**src/rtl/rst_seq_pkg.sv**
```systemverilog
// Shared definitions for the reset sequencer: FSM state encoding, reset-cause
// codes, parameter defaults and the counter-width helper.
package rst_seq_pkg;

  typedef enum logic [1:0] {
    StAssert,
    StRelease,
    StRun,
    StQuiesce
  } state_e;

  typedef enum logic [1:0] {
    CauseSys         = 2'b00,
    CauseUserAck     = 2'b01,
    CauseUserTimeout = 2'b10
  } cause_e;

  localparam int unsigned DefNDom     = 3;
  localparam int unsigned DefHoldCyc  = 16;
  localparam int unsigned DefStageCyc = 4;
  localparam int unsigned DefQTimeout = 256;

  // One counter width serves hold, stage and timeout so the timer can be shared.
  function automatic int unsigned cnt_width(int unsigned a, int unsigned b, int unsigned c);
    int unsigned m;
    m = a;
    if (b > m) m = b;
    if (c > m) m = c;
    return $clog2(m + 1);
  endfunction

endpackage

```
**src/rtl/rst_seq_if.sv**
```systemverilog
// Handshake bundle between the reset sequencer and the rest of the system.
//   usr_req     : user/software reset request (rising edge = request)
//   quiesce_ack : core is drained and safe to reset
//   quiesce_req : sequencer asks the core to drain
//   dom_rstn    : per-domain active-low resets, bit 0 released first
//   running     : all domains released
//   rst_cause   : 00 sys, 01 user-acked, 10 user-timeout
// N_DOM must match the N_DOM of the attached rst_seq.
interface rst_seq_if #(
  parameter int unsigned N_DOM = 3
) ();

  logic             usr_req;
  logic             quiesce_ack;
  logic             quiesce_req;
  logic [N_DOM-1:0] dom_rstn;
  logic             running;
  logic [1:0]       rst_cause;

  modport slave (
    input  usr_req,
    input  quiesce_ack,
    output quiesce_req,
    output dom_rstn,
    output running,
    output rst_cause
  );

  modport master (
    output usr_req,
    output quiesce_ack,
    input  quiesce_req,
    input  dom_rstn,
    input  running,
    input  rst_cause
  );

endinterface

```
**src/rtl/rst_seq_timer.sv**
```systemverilog
// Loadable saturating down-counter with a zero flag.
//   clk, rst : clock and synchronous active-high reset (clears the count)
//   load     : load load_val this cycle (takes priority over counting)
//   load_val : value to load
//   zero     : count is zero; the counter stops there instead of wrapping
module rst_seq_timer #(
  parameter int unsigned W = 8
) (
  input  logic         clk,
  input  logic         rst,
  input  logic         load,
  input  logic [W-1:0] load_val,
  output logic         zero
);

  logic [W-1:0] cnt_q, cnt_d;

  always_comb begin
    cnt_d = cnt_q;
    if (load) begin
      cnt_d = load_val;
    end else if (cnt_q != '0) begin
      cnt_d = cnt_q - W'(1);
    end
  end

  always_ff @(posedge clk) begin
    if (rst) begin
      cnt_q <= '0;
    end else begin
      cnt_q <= cnt_d;
    end
  end

  assign zero = (cnt_q == '0);

endmodule

```
**src/rtl/rst_seq.sv**
```systemverilog
// Staged reset sequencer. Holds all domains in reset, releases them one by one
// (domain 0 first), and on a user request drains the core (quiesce handshake
// with timeout) before re-entering reset.
//   clk : system clock, rising edge
//   rst : synchronous active-high reset
//   bus : rst_seq_if slave modport (usr_req, quiesce_ack in; dom_rstn,
//         quiesce_req, running, rst_cause out, all registered)
module rst_seq
  import rst_seq_pkg::*;
#(
  parameter int unsigned N_DOM     = DefNDom,
  parameter int unsigned HOLD_CYC  = DefHoldCyc,
  parameter int unsigned STAGE_CYC = DefStageCyc,
  parameter int unsigned Q_TIMEOUT = DefQTimeout
) (
  input logic     clk,
  input logic     rst,
  rst_seq_if.slave bus
);

  localparam int unsigned CntW = cnt_width(HOLD_CYC, STAGE_CYC, Q_TIMEOUT);
  // Loading N-1 makes the zero flag fire on the Nth cycle after the load.
  localparam logic [CntW-1:0] HoldLoad  = CntW'(HOLD_CYC - 1);
  localparam logic [CntW-1:0] StageLoad = CntW'(STAGE_CYC - 1);
  localparam logic [CntW-1:0] QLoad     = CntW'(Q_TIMEOUT - 1);

  state_e           state_q, state_d;
  logic [N_DOM-1:0] dom_rstn_q, dom_rstn_d;
  logic             quiesce_req_q, quiesce_req_d;
  logic             running_q;
  cause_e           cause_q, cause_d;
  // Clear after rst: the first ASSERT cycle with rst low loads the hold count.
  logic             armed_q, armed_d;
  logic             usr_q;

  logic             tmr_load;
  logic [CntW-1:0]  tmr_val;
  logic             tmr_zero;
  logic [N_DOM:0]   dom_ext;
  logic [N_DOM-1:0] dom_shift;

  rst_seq_timer #(
    .W(CntW)
  ) u_timer (
    .clk     (clk),
    .rst     (rst),
    .load    (tmr_load),
    .load_val(tmr_val),
    .zero    (tmr_zero)
  );

  // Thermometer shift: releases the next domain in order.
  assign dom_ext   = {dom_rstn_q, 1'b1};
  assign dom_shift = dom_ext[N_DOM-1:0];

  always_comb begin
    state_d       = state_q;
    dom_rstn_d    = dom_rstn_q;
    quiesce_req_d = quiesce_req_q;
    cause_d       = cause_q;
    armed_d       = armed_q;
    tmr_load      = 1'b0;
    tmr_val       = '0;
    unique case (state_q)
      StAssert: begin
        dom_rstn_d    = '0;
        quiesce_req_d = 1'b0;
        if (!armed_q) begin
          tmr_load = 1'b1;
          tmr_val  = HoldLoad;
          armed_d  = 1'b1;
        end else if (tmr_zero) begin
          dom_rstn_d[0] = 1'b1;
          tmr_load      = 1'b1;
          tmr_val       = StageLoad;
          state_d       = (N_DOM == 1) ? StRun : StRelease;
        end
      end
      StRelease: begin
        if (tmr_zero) begin
          dom_rstn_d = dom_shift;
          tmr_load   = 1'b1;
          tmr_val    = StageLoad;
          if (&dom_shift) state_d = StRun;
        end
      end
      StRun: begin
        if (bus.usr_req && !usr_q) begin
          state_d       = StQuiesce;
          quiesce_req_d = 1'b1;
          tmr_load      = 1'b1;
          tmr_val       = QLoad;
        end
      end
      StQuiesce: begin
        // Ack wins over a timeout landing in the same cycle.
        if (bus.quiesce_ack || tmr_zero) begin
          state_d       = StAssert;
          dom_rstn_d    = '0;
          quiesce_req_d = 1'b0;
          cause_d       = bus.quiesce_ack ? CauseUserAck : CauseUserTimeout;
          tmr_load      = 1'b1;
          tmr_val       = HoldLoad;
          armed_d       = 1'b1;
        end
      end
    endcase
  end

  always_ff @(posedge clk) begin
    if (rst) begin
      state_q       <= StAssert;
      dom_rstn_q    <= '0;
      quiesce_req_q <= 1'b0;
      running_q     <= 1'b0;
      cause_q       <= CauseSys;
      armed_q       <= 1'b0;
      // Preset high so a level held across reset is not seen as an edge.
      usr_q         <= 1'b1;
    end else begin
      state_q       <= state_d;
      dom_rstn_q    <= dom_rstn_d;
      quiesce_req_q <= quiesce_req_d;
      running_q     <= (state_d == StRun);
      cause_q       <= cause_d;
      armed_q       <= armed_d;
      // Sampled in every state so edges outside RUN are consumed, not queued.
      usr_q         <= bus.usr_req;
    end
  end

  assign bus.dom_rstn    = dom_rstn_q;
  assign bus.quiesce_req = quiesce_req_q;
  assign bus.running     = running_q;
  assign bus.rst_cause   = cause_q;

endmodule

```
**src/flat_wrapper.sv**
```systemverilog
// flat-port wrapper written by rule: the top's interface ports become plain ports
module rst_seq_flat import rst_seq_pkg::*;
#(
  parameter int unsigned N_DOM     = DefNDom,
  parameter int unsigned HOLD_CYC  = DefHoldCyc,
  parameter int unsigned STAGE_CYC = DefStageCyc,
  parameter int unsigned Q_TIMEOUT = DefQTimeout
)
  (clk, rst, bus_usr_req, bus_quiesce_ack, bus_quiesce_req, bus_dom_rstn, bus_running, bus_rst_cause);
  rst_seq_if #(.N_DOM(N_DOM)) bus_i ();
  input logic clk;
  input logic rst;
  input wire logic [$bits(bus_i.usr_req)-1:0] bus_usr_req;
  input wire logic [$bits(bus_i.quiesce_ack)-1:0] bus_quiesce_ack;
  output wire logic [$bits(bus_i.quiesce_req)-1:0] bus_quiesce_req;
  output wire logic [$bits(bus_i.dom_rstn)-1:0] bus_dom_rstn;
  output wire logic [$bits(bus_i.running)-1:0] bus_running;
  output wire logic [$bits(bus_i.rst_cause)-1:0] bus_rst_cause;
  assign bus_i.usr_req = bus_usr_req;
  assign bus_i.quiesce_ack = bus_quiesce_ack;
  assign bus_quiesce_req = bus_i.quiesce_req;
  assign bus_dom_rstn = bus_i.dom_rstn;
  assign bus_running = bus_i.running;
  assign bus_rst_cause = bus_i.rst_cause;
  rst_seq #(.N_DOM(N_DOM), .HOLD_CYC(HOLD_CYC), .STAGE_CYC(STAGE_CYC), .Q_TIMEOUT(Q_TIMEOUT)) u_core (.clk(clk), .rst(rst), .bus(bus_i));
endmodule
```
**config.mk**
```make
export PLATFORM = sky130hd
export DESIGN_NAME = rst_seq_flat
export DESIGN_NICKNAME = d
export VERILOG_FILES = /design/src/rtl/rst_seq_pkg.sv /design/src/rtl/rst_seq_if.sv /design/src/rtl/rst_seq_timer.sv /design/src/rtl/rst_seq.sv /design/src/flat_wrapper.sv
export SDC_FILE = /design/constraint.sdc
export NUM_CORES = 1
export LEC_CHECK = 0
export CORE_ASPECT_RATIO = 0.7
export CORE_MARGIN = 5
export CORE_UTILIZATION = 43
export DETAILED_ROUTE_END_ITERATION = 6
export PLACE_DENSITY_LB_ADDON = 0.3
export RECOVER_POWER = 100
export SETUP_SLACK_MARGIN = 0.1
export SYNTH_ARGS = -nofsm -noshare
export SYNTH_HDL_FRONTEND = slang
export SYNTH_SLANG_ARGS = --single-unit
```
**constraint.sdc**
```tcl
create_clock -name clk -period 1.9 [get_ports clk]
set_input_delay 0.38 -clock clk [delete_from_list [all_inputs] [get_ports clk]]
set_output_delay 0.38 -clock clk [all_outputs]
set_load 0.05 [all_outputs]
```
==> reports/results.ini <==
[routing]
avgViaCountPerCell = 5.58
drt_pre_antenna_iters = 4
ant_nets = 0
wl_um = 2860
drc_errors = 0
drtIter0Drc = 70
vias = 1043
wire_per_inst_um = 15.3

[power]
internal-power_uw = 1050
comb_power_share_pct = 39.5
p_leak_uw = 0.000566
power_uw = 1550
pwr-share-seq_pct = 32.9
power.density_mw_per_mm2 = 1040
ir_drop_mv = 0.588
clockPowerShare_pct = 27.6
power_switching_uw = 501
p_sw_share_pct = 32.3

[critical_path]
worstSetupPathType = register to register
critPathLaunchType = register
cp_data_arrival_time_ns = 2.03
critPathRequiredTime_ns = 2.08
crit_fanout = 6
end_kind = register

[cells_and_area]
final_layout_size_suffix_gt1_share_pct = 34.0
nNetsFinal = 163
area_delta_synth_final_pct = 36.5
num_antenna_cells = 0
final.fill_count = 205
finalInstanceArea_mm2 = 0.00150

[grt]
antenna_found_initial = 0
grt_use_met2_pct = 25.2
grt-ovfl-total = 0
top_usage_layer = met2
globalRouteMet1Util_pct = 22.3
grt_max_degree = 13
grt_pass1_wl_um = 4680
gr-usage-met3_pct = 5.56
track_usage_pct = 16.3
grt_pass1_vias = 995

[synthesis]
syn_inst = 123
synth_area_mm2 = 0.00110
ys_types = 42
synth-seq-cells = 20
ys_seq_area_share_pct = 36.5
syn_avg_cell_area_um2 = 8.91
yosysWarnings = 0
synth_nets = 132

[sta]
finalCritPeriodShare_pct = 97.5
fin_hold_ws_ns = 0.461
setup_viol = 0
worst_pin_slew_ns = 0.609
skew_ns = 0.00729
slew_headroom_pct = 59.6
tns_ns = 0
max_freq_ghz = 0.540
rsz0062_at_grt = true
worst_slack_ns = 0.0473
period_needed_ns = 1.85
slew_viol_final = 0
finalHoldViolCount = 0

[hold_path]
min_path_type = register to register

[status]
status = finished clean

[clock_network]
insertion_delay_ns = 0.26
cts_made_buffers = 3
hold_buffers = 0
cts_buffer_depth = 2
htreeDepth = 1
cts_tree = done
clockRootBuffer = clkbuf_8
clock_sinks = 20
clk_pin_slew_ns = 0.07

[die]
die_x_um = 70.3
core_mm2 = 0.00246
initial_core_util_pct = 44.6
num_rows = 15
ioPinCount = 11
die_area_mm2 = 0.00367
die_h_um = 52.2

[placed_design]
hpwl_um = 1980
gp_congestion = 0.881
numPortBuffers = 10
place_area_mm2 = 0.00134
dp_slack_ns = -0.0275

[flow_run]
max_cap_viol_count = 0

-- critical path: stages (launching register included) --
cell     delay [ns]
dfxtp_2        0.33
inv_2          0.07
ha_4           0.14
or4b_4         0.53
nor2_4         0.23
mux2_4         0.32
a31oi_1        0.16
-- cell families after synthesis --
group                    count (synthesis)  share of synthesized area (%)
XOR/XNOR                                 6                           4.79
AND/OR/NAND/NOR                         45                           26.0
AO/OA/AOI/OAI                           34                           21.7
flip-flops                              20                           36.5
buffers and inverters                   12                           4.22
multiplexers                             1                           1.03
adder cells (fa/ha/maj)                  5                           5.71
-- flip-flops by register name (all words and copies together) (netlist names) --
signal / cells
u_core.bus.dom_rstn: 3
u_core.bus.quiesce_req: 1
u_core.armed_q: 1
u_core.bus.rst_cause: 2
u_core.u_timer.cnt_q: 9
u_core.state_q: 2
u_core.bus.running: 1
u_core.usr_q: 1
-- path summary, 6_finish.rpt --
kind                                              start                      end  slack (ns)  cells after the start
worst max register to register  u_core.u_timer.cnt_q[1]  u_core.u_timer.cnt_q[1]        0.05                      6
worst max-delay path            u_core.u_timer.cnt_q[1]  u_core.u_timer.cnt_q[1]        0.05                      6
worst min-delay path            u_core.bus.rst_cause[0]  u_core.bus.rst_cause[0]        0.46                      2
worst min register to register  u_core.bus.rst_cause[0]  u_core.bus.rst_cause[0]        0.46                      2
-- timing repair --
| item | CTS | global route |
|---|---|---|
| gates resized for setup | 9 | 16 |
| pin swaps | 4 | 7 |
| endpoints found under the setup margin | 13 | 17 |
| setup buffers | 3 | 3 |
-- metrics by stage --
step / utilization, % / std cells
final: 60.9 / 187
after global routing: 60.9 / 187
after CTS: 59.4 / 184
after detailed placement: 54.4 / 177
after global placement: 54.4 / 177
after floorplan: - / 123
-- cell usage in the layout (no fill, tap or decap), drive strengths merged, types with 2 or more instances in the layout --
cell type and n:
buf 21, dfxtp 20, clkbuf 9, nor2 8, inv 7, o21ai 7
nand2 6, xnor2 6, a21oi 5, nand3 5, ha 5, nor3 4
a31oi 4, or2 3, clkdlybuf4s50 3, and3 3, a211oi 3, nor4 3
nor2b 2, o32ai 2, o211ai 2, or4b 2, or4 2, a311oi 2
nor3b 2, or3 2, a21boi 2
-- power groups by stage --
stage                     Sequential [uW]  Combinational, uW  Clock [uW]
after global routing                  515                664         457
after detailed placement              512                485           0
after floorplan                       541                313           0
final                                 509                612         428
after global placement                510                477           0
after CTS                             508                531         435
-- synth_stat cells, drive strengths merged --
cell type,number,area [um^2]
a21boi,2,18.8
nor2,8,32.5
a311oi,2,17.5
or2,3,18.8
mux2,1,11.3
nor2b,2,12.5
dfxtp,20,400
nor4b,1,23.8
nand3b,1,7.51
nor4,3,33.8
or3,2,12.5
or4b,2,20.0
a21oi,5,25.0
and3,3,20.0
nor3b,2,15.0
o21ai,7,35.0
a221oi,1,8.76
o31ai,1,7.51
o211ai,2,15.0
or4,2,15.0
nor3,4,20.0
inv,7,26.3
clkbuf,4,15.0
o32ai,2,17.5
a21o,1,8.76
o21a,1,7.51
buf,1,5.00
xnor2,6,52.6
a211oi,3,22.5
a31oi,4,25.0
nand2,6,22.5
and2,1,6.26
o221ai,1,8.76
a311o,1,10.0
ha,5,62.6
o21ba,1,10.0
nand3,5,25.0
-- per-layer routing --
metal  routed length (um)  up-vias
met1                 1360      482
met2                 1260       41
met5                    0        -
li1                     -      518
met4                   24        0
met3                  216        2
-- area by class of cell --
cell class / count / area [um^2] / area share [%]
repair buffers: 31 / 228 / 15.2
flip-flops and latches: 20 / 404 / 27.0
well taps: 34 / 42.5 / 2.84
multi-input cells: 91 / 724 / 48.4
clock buffers: 3 / 41.3 / 2.76
inverters: 7 / 26.3 / 1.76
clock inverters: 1 / 30.0 / 2.01
Note: power is estimated with default switching activity, not from simulation.
